===== src/rtl/simple_adder_pkg.sv =====
// Shared definitions for the serial chunk adder: FSM state encoding and
// default operand / chunk widths.
package simple_adder_pkg;

  typedef enum logic [1:0] {
    IDLE = 2'd0,
    RUN  = 2'd1,
    DONE = 2'd2
  } state_t;

  localparam int DEF_WIDTH = 16;
  localparam int DEF_CHUNK = 4;

endpackage


===== src/rtl/serial_chunk_adder_carry_chunk.sv =====
// carry_chunk: one combinational CHUNK-bit generate/propagate ripple adder.
// g_top is the generate term of the most significant bit of the chunk and is
// used as the approximate inter-chunk carry when that mode is built in.
module carry_chunk
  import simple_adder_pkg::*;
#(
  parameter int CHUNK = DEF_CHUNK
) (
  input  logic [CHUNK-1:0] a,
  input  logic [CHUNK-1:0] b,
  input  logic             c_in,
  output logic [CHUNK-1:0] s,
  output logic             c_out,
  output logic             g_top
);

  logic [CHUNK-1:0] g;
  logic [CHUNK-1:0] p;
  logic [CHUNK:0]   c;

  // Ripple the carry bit by bit through the chunk using G/P terms.
  always_comb begin
    g    = a & b;
    p    = a ^ b;
    c    = '0;
    s    = '0;
    c[0] = c_in;
    for (int unsigned i = 0; i < CHUNK; i++) begin
      s[i]   = p[i] ^ c[i];
      c[i+1] = g[i] | (p[i] & c[i]);
    end
  end

  assign c_out = c[CHUNK];
  assign g_top = g[CHUNK-1];

endmodule


===== src/rtl/serial_chunk_adder.sv =====
// serial_chunk_adder: adds two WIDTH-bit operands CHUNK bits per cycle with a
// valid/ready handshake on both sides (IDLE -> RUN -> DONE).
// Build option: define SERIAL_CHUNK_ADDER_APPROX_CARRY_EN to pass only the
// top-bit generate term between chunks (approximate carry); the default build
// uses the exact ripple carry. Handshake timing is the same in both builds.
module serial_chunk_adder
  import simple_adder_pkg::*;
#(
  parameter int WIDTH = DEF_WIDTH,
  parameter int CHUNK = DEF_CHUNK
) (
  input  logic             clk,
  input  logic             rst,
  input  logic             in_valid,
  output logic             in_ready,
  input  logic [WIDTH-1:0] in1,
  input  logic [WIDTH-1:0] in2,
  input  logic             cin,
  output logic             out_valid,
  input  logic             out_ready,
  output logic [WIDTH-1:0] sum,
  output logic             carry
);

  localparam int NCHUNK = WIDTH / CHUNK;
  localparam int KW     = (NCHUNK > 1) ? $clog2(NCHUNK) : 1;

  state_t           state;
  logic [WIDTH-1:0] a_q;
  logic [WIDTH-1:0] b_q;
  logic [WIDTH-1:0] sum_q;
  logic             c_q;
  logic [KW-1:0]    k;
  logic             in_ready_q;
  logic             out_valid_q;

  logic [CHUNK-1:0] a_ch;
  logic [CHUNK-1:0] b_ch;
  logic [CHUNK-1:0] s_ch;
  logic             c_out;
  logic             g_top;
  logic             c_next;

  // Select chunk k of both registered operands.
  always_comb begin
    a_ch = '0;
    b_ch = '0;
    for (int unsigned i = 0; i < NCHUNK; i++) begin
      if (k == KW'(i)) begin
        a_ch = a_q[i*CHUNK +: CHUNK];
        b_ch = b_q[i*CHUNK +: CHUNK];
      end
    end
  end

  carry_chunk #(.CHUNK(CHUNK)) u_chunk (
    .a     (a_ch),
    .b     (b_ch),
    .c_in  (c_q),
    .s     (s_ch),
    .c_out (c_out),
    .g_top (g_top)
  );

`ifdef SERIAL_CHUNK_ADDER_APPROX_CARRY_EN
  logic unused_cout;
  assign unused_cout = c_out;
  assign c_next      = g_top;
`else
  logic unused_gtop;
  assign unused_gtop = g_top;
  assign c_next      = c_out;
`endif

  // Handshake FSM with operand, sum, carry and chunk-index registers.
  always_ff @(posedge clk or posedge rst) begin
    if (rst) begin
      state       <= IDLE;
      a_q         <= '0;
      b_q         <= '0;
      sum_q       <= '0;
      c_q         <= 1'b0;
      k           <= '0;
      in_ready_q  <= 1'b1;
      out_valid_q <= 1'b0;
    end else begin
      case (state)
        IDLE: begin
          if (in_valid) begin
            a_q        <= in1;
            b_q        <= in2;
            c_q        <= cin;
            k          <= '0;
            state      <= RUN;
            in_ready_q <= 1'b0;
          end
        end
        RUN: begin
          for (int unsigned i = 0; i < NCHUNK; i++) begin
            if (k == KW'(i)) begin
              sum_q[i*CHUNK +: CHUNK] <= s_ch;
            end
          end
          c_q <= c_next;
          if (k == KW'(NCHUNK - 1)) begin
            k           <= '0;
            state       <= DONE;
            out_valid_q <= 1'b1;
          end else begin
            k <= k + KW'(1);
          end
        end
        DONE: begin
          if (out_ready) begin
            state       <= IDLE;
            out_valid_q <= 1'b0;
            in_ready_q  <= 1'b1;
          end
        end
        default: begin
          state       <= IDLE;
          out_valid_q <= 1'b0;
          in_ready_q  <= 1'b1;
        end
      endcase
    end
  end

  assign in_ready  = in_ready_q;
  assign out_valid = out_valid_q;
  assign sum       = sum_q;
  assign carry     = c_q;

endmodule

===== config.mk =====
export PLATFORM = sky130hd
export DESIGN_NAME = serial_chunk_adder
export DESIGN_NICKNAME = d
export VERILOG_FILES = /design/src/rtl/simple_adder_pkg.sv /design/src/rtl/serial_chunk_adder_carry_chunk.sv /design/src/rtl/serial_chunk_adder.sv
export SDC_FILE = /design/constraint.sdc
export NUM_CORES = 1
export LEC_CHECK = 0
export CORE_MARGIN = 2
export CORE_UTILIZATION = 51
export DETAILED_ROUTE_END_ITERATION = 12
export PLACE_DENSITY_LB_ADDON = 0.3
export SYNTH_ARGS = -nofsm -noshare
export SYNTH_HDL_FRONTEND = slang
export SYNTH_SLANG_ARGS = --single-unit

===== constraint.sdc =====
create_clock -name clk -period 4.5 [get_ports clk]
set_input_delay 0.675 -clock clk [delete_from_list [all_inputs] [get_ports clk]]
set_output_delay 0.675 -clock clk [all_outputs]
set_load 0.005 [all_outputs]

Yosys cells after proc, flatten, opt, wreduce, memory -nomap -nowiden:

Cells that the tools add are included.

* $add $sub $neg: 1
* equality and inequality tests: 8
* mux-type cells: 23
* bitwise logic cells: 16
* reductions and logical operators: 12

Operators with widths (number)
* 4-bit 2-to-1 mux: 8
* 2-bit AND reduction: 6
* 2-bit 2-to-1 mux: 5
* 3-bit AND reduction: 3
* 2-bit equality test (second input constant): 3
* 2-bit inequality test (second input constant): 3
* 1-bit case mux with 3 select lines: 2
* 2-bit case mux with 3 select lines: 1
* 1-bit 2-to-1 mux: 5
* 1-bit AND: 4
* 4-bit AND: 1
* 2-bit by 1-bit equality test with 1-bit output (second input constant): 2
* 2-bit zero test: 2
* 1-bit OR: 4
* 2-bit case mux with 2 select lines: 1
* 1-bit bitwise XOR: 4
* 4-bit bitwise XOR: 1
* 2-bit by 1-bit adder with 2-bit output (second input constant): 1
* 1-bit NOT: 2
* 1-bit case mux with 2 select lines: 1
* 2-bit nonzero test: 1

* bits in registers: 55
* input port bits: 37
* output and inout bits: 19
* word-level logic and storage cells: 71

Depth between registers and ports, before layout:

* word-level depth: 15
* depth in mapped cells: 13
* mapped depth without buffers: 11

By module:

A second synthesis with hierarchy kept.

* cell total of the unflattened synthesis: 197
* area total of the unflattened synthesis: 2647.5 sq um

By module, submodules not included
* serial_chunk_adder: instances 1, cells an instance 182, area an instance 2517.4 sq um
* carry_chunk: instances 1, cells an instance 15, area an instance 130.1 sq um

Worst setup path before layout:

OpenSTA, ideal clock, no wires.

* path type: register -> register
* start point: reg k[0]
* end point: reg sum_q[3], in the netlist sum[3]
* library setup time: 0.125 ns
* arrival time: 3.298 ns
* path slack: 1.077 ns
* stages on the path, launching flop included: 12
* path buffers: 1
* period minus slack after synthesis: 3.423 ns
* path through: dfrtp_1 -> inv_1 -> ha_1 -> or2_1 -> buf_2 -> a221oi_1 -> nor2_1 -> fa_1 -> fa_1 -> fa_1 -> fa_1 -> mux2_4

* word-level cells in the longest chain between the ends: 13
* elaborated cells on any way between the ends: 22

RTL lines
* start, declared: RTL line serial_chunk_adder.sv:33 `logic [KW-1:0] k;`
* start signal, assigned: RTL line serial_chunk_adder.sv:110 `k <= k + KW'(1);`
* 2-bit zero test: RTL line serial_chunk_adder.sv:49 `if (k == KW'(i)) begin`
* 4-bit 2-to-1 mux (4 in series): RTL line serial_chunk_adder.sv:49
* 4-bit bitwise XOR: RTL line serial_chunk_adder_carry_chunk.sv:24 `p = a ^ b;`
* 1-bit AND: RTL line serial_chunk_adder_carry_chunk.sv:30 `c[i+1] = g[i] | (p[i] & c[i]);`
* 1-bit OR: RTL line serial_chunk_adder_carry_chunk.sv:30
* 1-bit AND: RTL line serial_chunk_adder_carry_chunk.sv:30
* 1-bit OR: RTL line serial_chunk_adder_carry_chunk.sv:30
* 1-bit AND: RTL line serial_chunk_adder_carry_chunk.sv:30
* 1-bit OR: RTL line serial_chunk_adder_carry_chunk.sv:30
* 1-bit bitwise XOR *: RTL line serial_chunk_adder_carry_chunk.sv:29 `s[i] = p[i] ^ c[i];`
* named net s_ch[3]: RTL line serial_chunk_adder.sv:39 `logic [CHUNK-1:0] s_ch;`
* end signal, assigned by index: RTL line serial_chunk_adder.sv:101 `sum_q[i*CHUNK +: CHUNK] <= s_ch;`
* end, declared: RTL line serial_chunk_adder.sv:31 `logic [WIDTH-1:0] sum_q;`

Mark *: on every way through the listed nets, which the timed path passes. The rest lies on a longest branch.
A chain may end at the register's enable or synchronous reset.

Worst setup path after layout:

* start point: reg k[0]
* end point: reg sum_q[15], in the netlist sum[15]

The elaborated chain is that of the path after synthesis.

==> flow_summary_export.csv <==
group,metric,value,unit
worst_setup_path,crit_family,"adder cells",
layout,diodes,0,
grt,grtUsageTotal,0.181,
sta,finalHoldViolations,0,
grt,grt_overflow,0,
floorplan,fp.dieArea,5830,µm²
floorplan,row_count,26,
worst_hold_path,min_path_type,"register to register",
logic_synthesis,synthTopCellsByArea,"dfrtp_1 51%, mux2_4 21%, a221oi_1 3.9%",
drt,first_pass_iters,4,
pwr,clockPowerShare,0.118,
cts,clock_sink_count,55,
pwr,irDropWorstVdd,0.422,mV
sta,timing.hold.ws,516,ps
pwr,power,2.81,mW
logic_synthesis,synth_warnings,0,
cts,clock_latency,310,ps
worst_setup_path,cp_max_fo,15,
floorplan,core,5070,µm²
pwr,seq_power_share,0.335,
cts,cts_inserted_buffers,5,
layout,drive_above_1_share,0.261,
sta,finClkSkew,6.52,ps
worst_setup_path,crit_top_cell,"fa_1",
pwr,power_switching,0.969,mW
pwr,powerDensity,841,nW/µm²
sta,slew_viol_final,0,
drt,drc,0,
logic_synthesis,netlist_area,2670,µm²
cts,cts_resized,0,
drt,routed_wl,4.93,mm
worst_setup_path,r2r_slack,800,ps
worst_setup_path,start_kind,"register",
place,place_hpwl,3.68,mm
logic_synthesis,yosysUniqueCellTypes,26,
floorplan,dieHeight,76.4,µm
status,status,"finished clean",
sta,relSlewSlack,0.270,
logic_synthesis,synth-seq-cells,55,
drt,wl_per_cell,15.9,µm
drt,drt_first_iter_violations,50,
place,globalplace.congestion,0.791,
place,dpl_cell_area,3230,µm²
layout,mostFrequentLayoutCell,"clkdlybuf4s50_1",
drt,drtAntennaViolNets,0,
cts,cts_tree,"built",
worst_setup_path,cp_cell_sequence,"ha_1 -> or2_1 -> a221oi_1 -> nor2_1 -> fa_1 -> fa_1 -> fa_1 -> fa_1 -> mux2_4",
worst_setup_path,required,4700,ps
worst_setup_path,critical-path-max-stage-delay,500,ps
pwr,switching_share,0.345,
logic_synthesis,synth.largest_area_cell,"dfrtp_1",
cts,cts_setup_buffers,0,
logic_synthesis,yosys.area.top_type_share,0.506,
drt,vias_per_cell,5.31,
sta,period_share,0.822,
place,dp_cells,303,
logic_synthesis,synth_cells,186,
logic_synthesis,syn_nets,231,
drt,via_count,1650,
layout,area_growth,25.2,%
cts,ctsHoldBuffers,0,
job,maxCapViolations,0,
worst_setup_path,rr_startpoint,"k[0]",
sta,period_minus_slack,3700,ps
logic_synthesis,syn_area_per_cell,14.4,µm²
worst_setup_path,criticalPathCategory,"register to register",
sta,fin_tns_setup,0,ps
floorplan,start_util,0.526,
worst_setup_path,crit_buf_inv,0,
layout,final_cell_mix,"55 x clkdlybuf4s50_1, 54 x dfrtp_1, 38 x mux2_4",
logic_synthesis,synth_seq_area_share,0.516,
sta,rsz0062_at_grt,"no",
pwr,pwr-share-comb,0.547,
cts,clk_pin_slew,90,ps
cts,cts-root-buf,"clkbuf_8",
sta,worst_slew_pin_slew,1090,ps
pwr,p_int,1.84,mW
floorplan,die_w,76.4,µm
worst_setup_path,slowest_stage,"fa_1",
layout,finalInstanceArea,3340,µm²
sta,max_freq,0.270,GHz
grt,grt_max_degree,56,
layout,fin_nets,285,
cts,clock_path_buffers,2,
worst_hold_path,min_from,"sum[4]",
grt,grt_pass1_vias,1721,
sta,setup_viol,0,
cts,h-tree-depth,2,
place,buffer_ports.inserted,55,
worst_setup_path,end_kind,"register",
pwr,p_leak,1.50,nW
floorplan,ios,56,
worst_setup_path,crit_start,"k[0]",
worst_setup_path,cp_data_arrival_time,3890,ps
grt,antenna_found_initial,0,
grt,grt_pass1_wl,8.29,mm
layout,layout.cells.non_filler,311,
## worst paths after layout
| path | depth (start not counted) | end |
|---|---|---|
| setup / recovery | 9 | sum[15] |
| hold / removal | 1 | sum[4] |
| setup reg to reg | 9 | sum[15] |
| hold reg to reg | 1 | sum[4] |
| max in group asynchronous | 2 | sum[13] |
| min in group asynchronous | 2 | sum[10] |
## kinds of logic (layout without fill, tap and decap cells)
family                   after synthesis  in the layout  synth area share
flip-flops                            55             55             0.516
multiplexers                          44             44             0.239
AO/OA/AOI/OAI                         30             30            0.0801
AND/OR/NAND/NOR                       30             30            0.0646
buffers and inverters                 19             74            0.0520
adder cells (fa/ha/maj)                8              8            0.0487
## final cells by class
type / instances / area, µm²
clock buffer: 6 / 82.6
clock inverter: 2 / 35.0
fill: 407 / 1730
inverter: 9 / 33.8
multi-input combinational: 112 / 1160
sequential: 55 / 1380
tap: 70 / 87.6
timing repair buffer: 57 / 566
## cell usage after synthesis (all sizes together)
cell type and count:
inv 9, nand2b 1, a21oi 4, a22o 2, mux2 44, nor2 12, o21ai 6, buf 10
o22a 1, fa 4, a221oi 12, or2 1, nand2 12, dfstp 1, dfrtp 54, nor2b 2
ha 4, and4bb 1, a22oi 1, nor3b 1, o22ai 4
## stage by stage
step / utilization / setup slack, ps
after floorplan: - / 1080
after CTS: 0.659 / 823
after global placement: 0.636 / 925
after global routing: 0.659 / 571
final: 0.659 / 803
after detailed placement: 0.636 / 863
## sequential cells by signal, summed over array words and instances, names as in the netlist
signal and count:
carry 1, a_q 16, state 2, in_ready 1, b_q 16, out_valid 1, sum 16, k 2
## worst reg2reg max path, stage by stage, from the launching register on
cell	delay [ps]
dfrtp_1	440
ha_1	410
or2_1	390
a221oi_1	240
nor2_1	110
fa_1	430
fa_1	400
fa_1	390
fa_1	500
mux2_4	290
## per-layer routing
layer / track usage / routed length [µm]
met4: 0.0727 / 102
met3: 0.0509 / 232
met2: 0.286 / 2350
met5: 0 / 0
met1: 0.238 / 2240
## power groups by stage
stage / sequential [mW] / clock, mW / combinational, mW
global route: 0.977 / 0.355 / 1.68
global placement: 0.945 / 0 / 1.50
floorplan: 0.890 / 0 / 1.17
detailed placement: 0.950 / 0 / 1.55
finish: 0.942 / 0.332 / 1.54
CTS: 0.944 / 0.338 / 1.56
(Power assumes the default switching activity.)
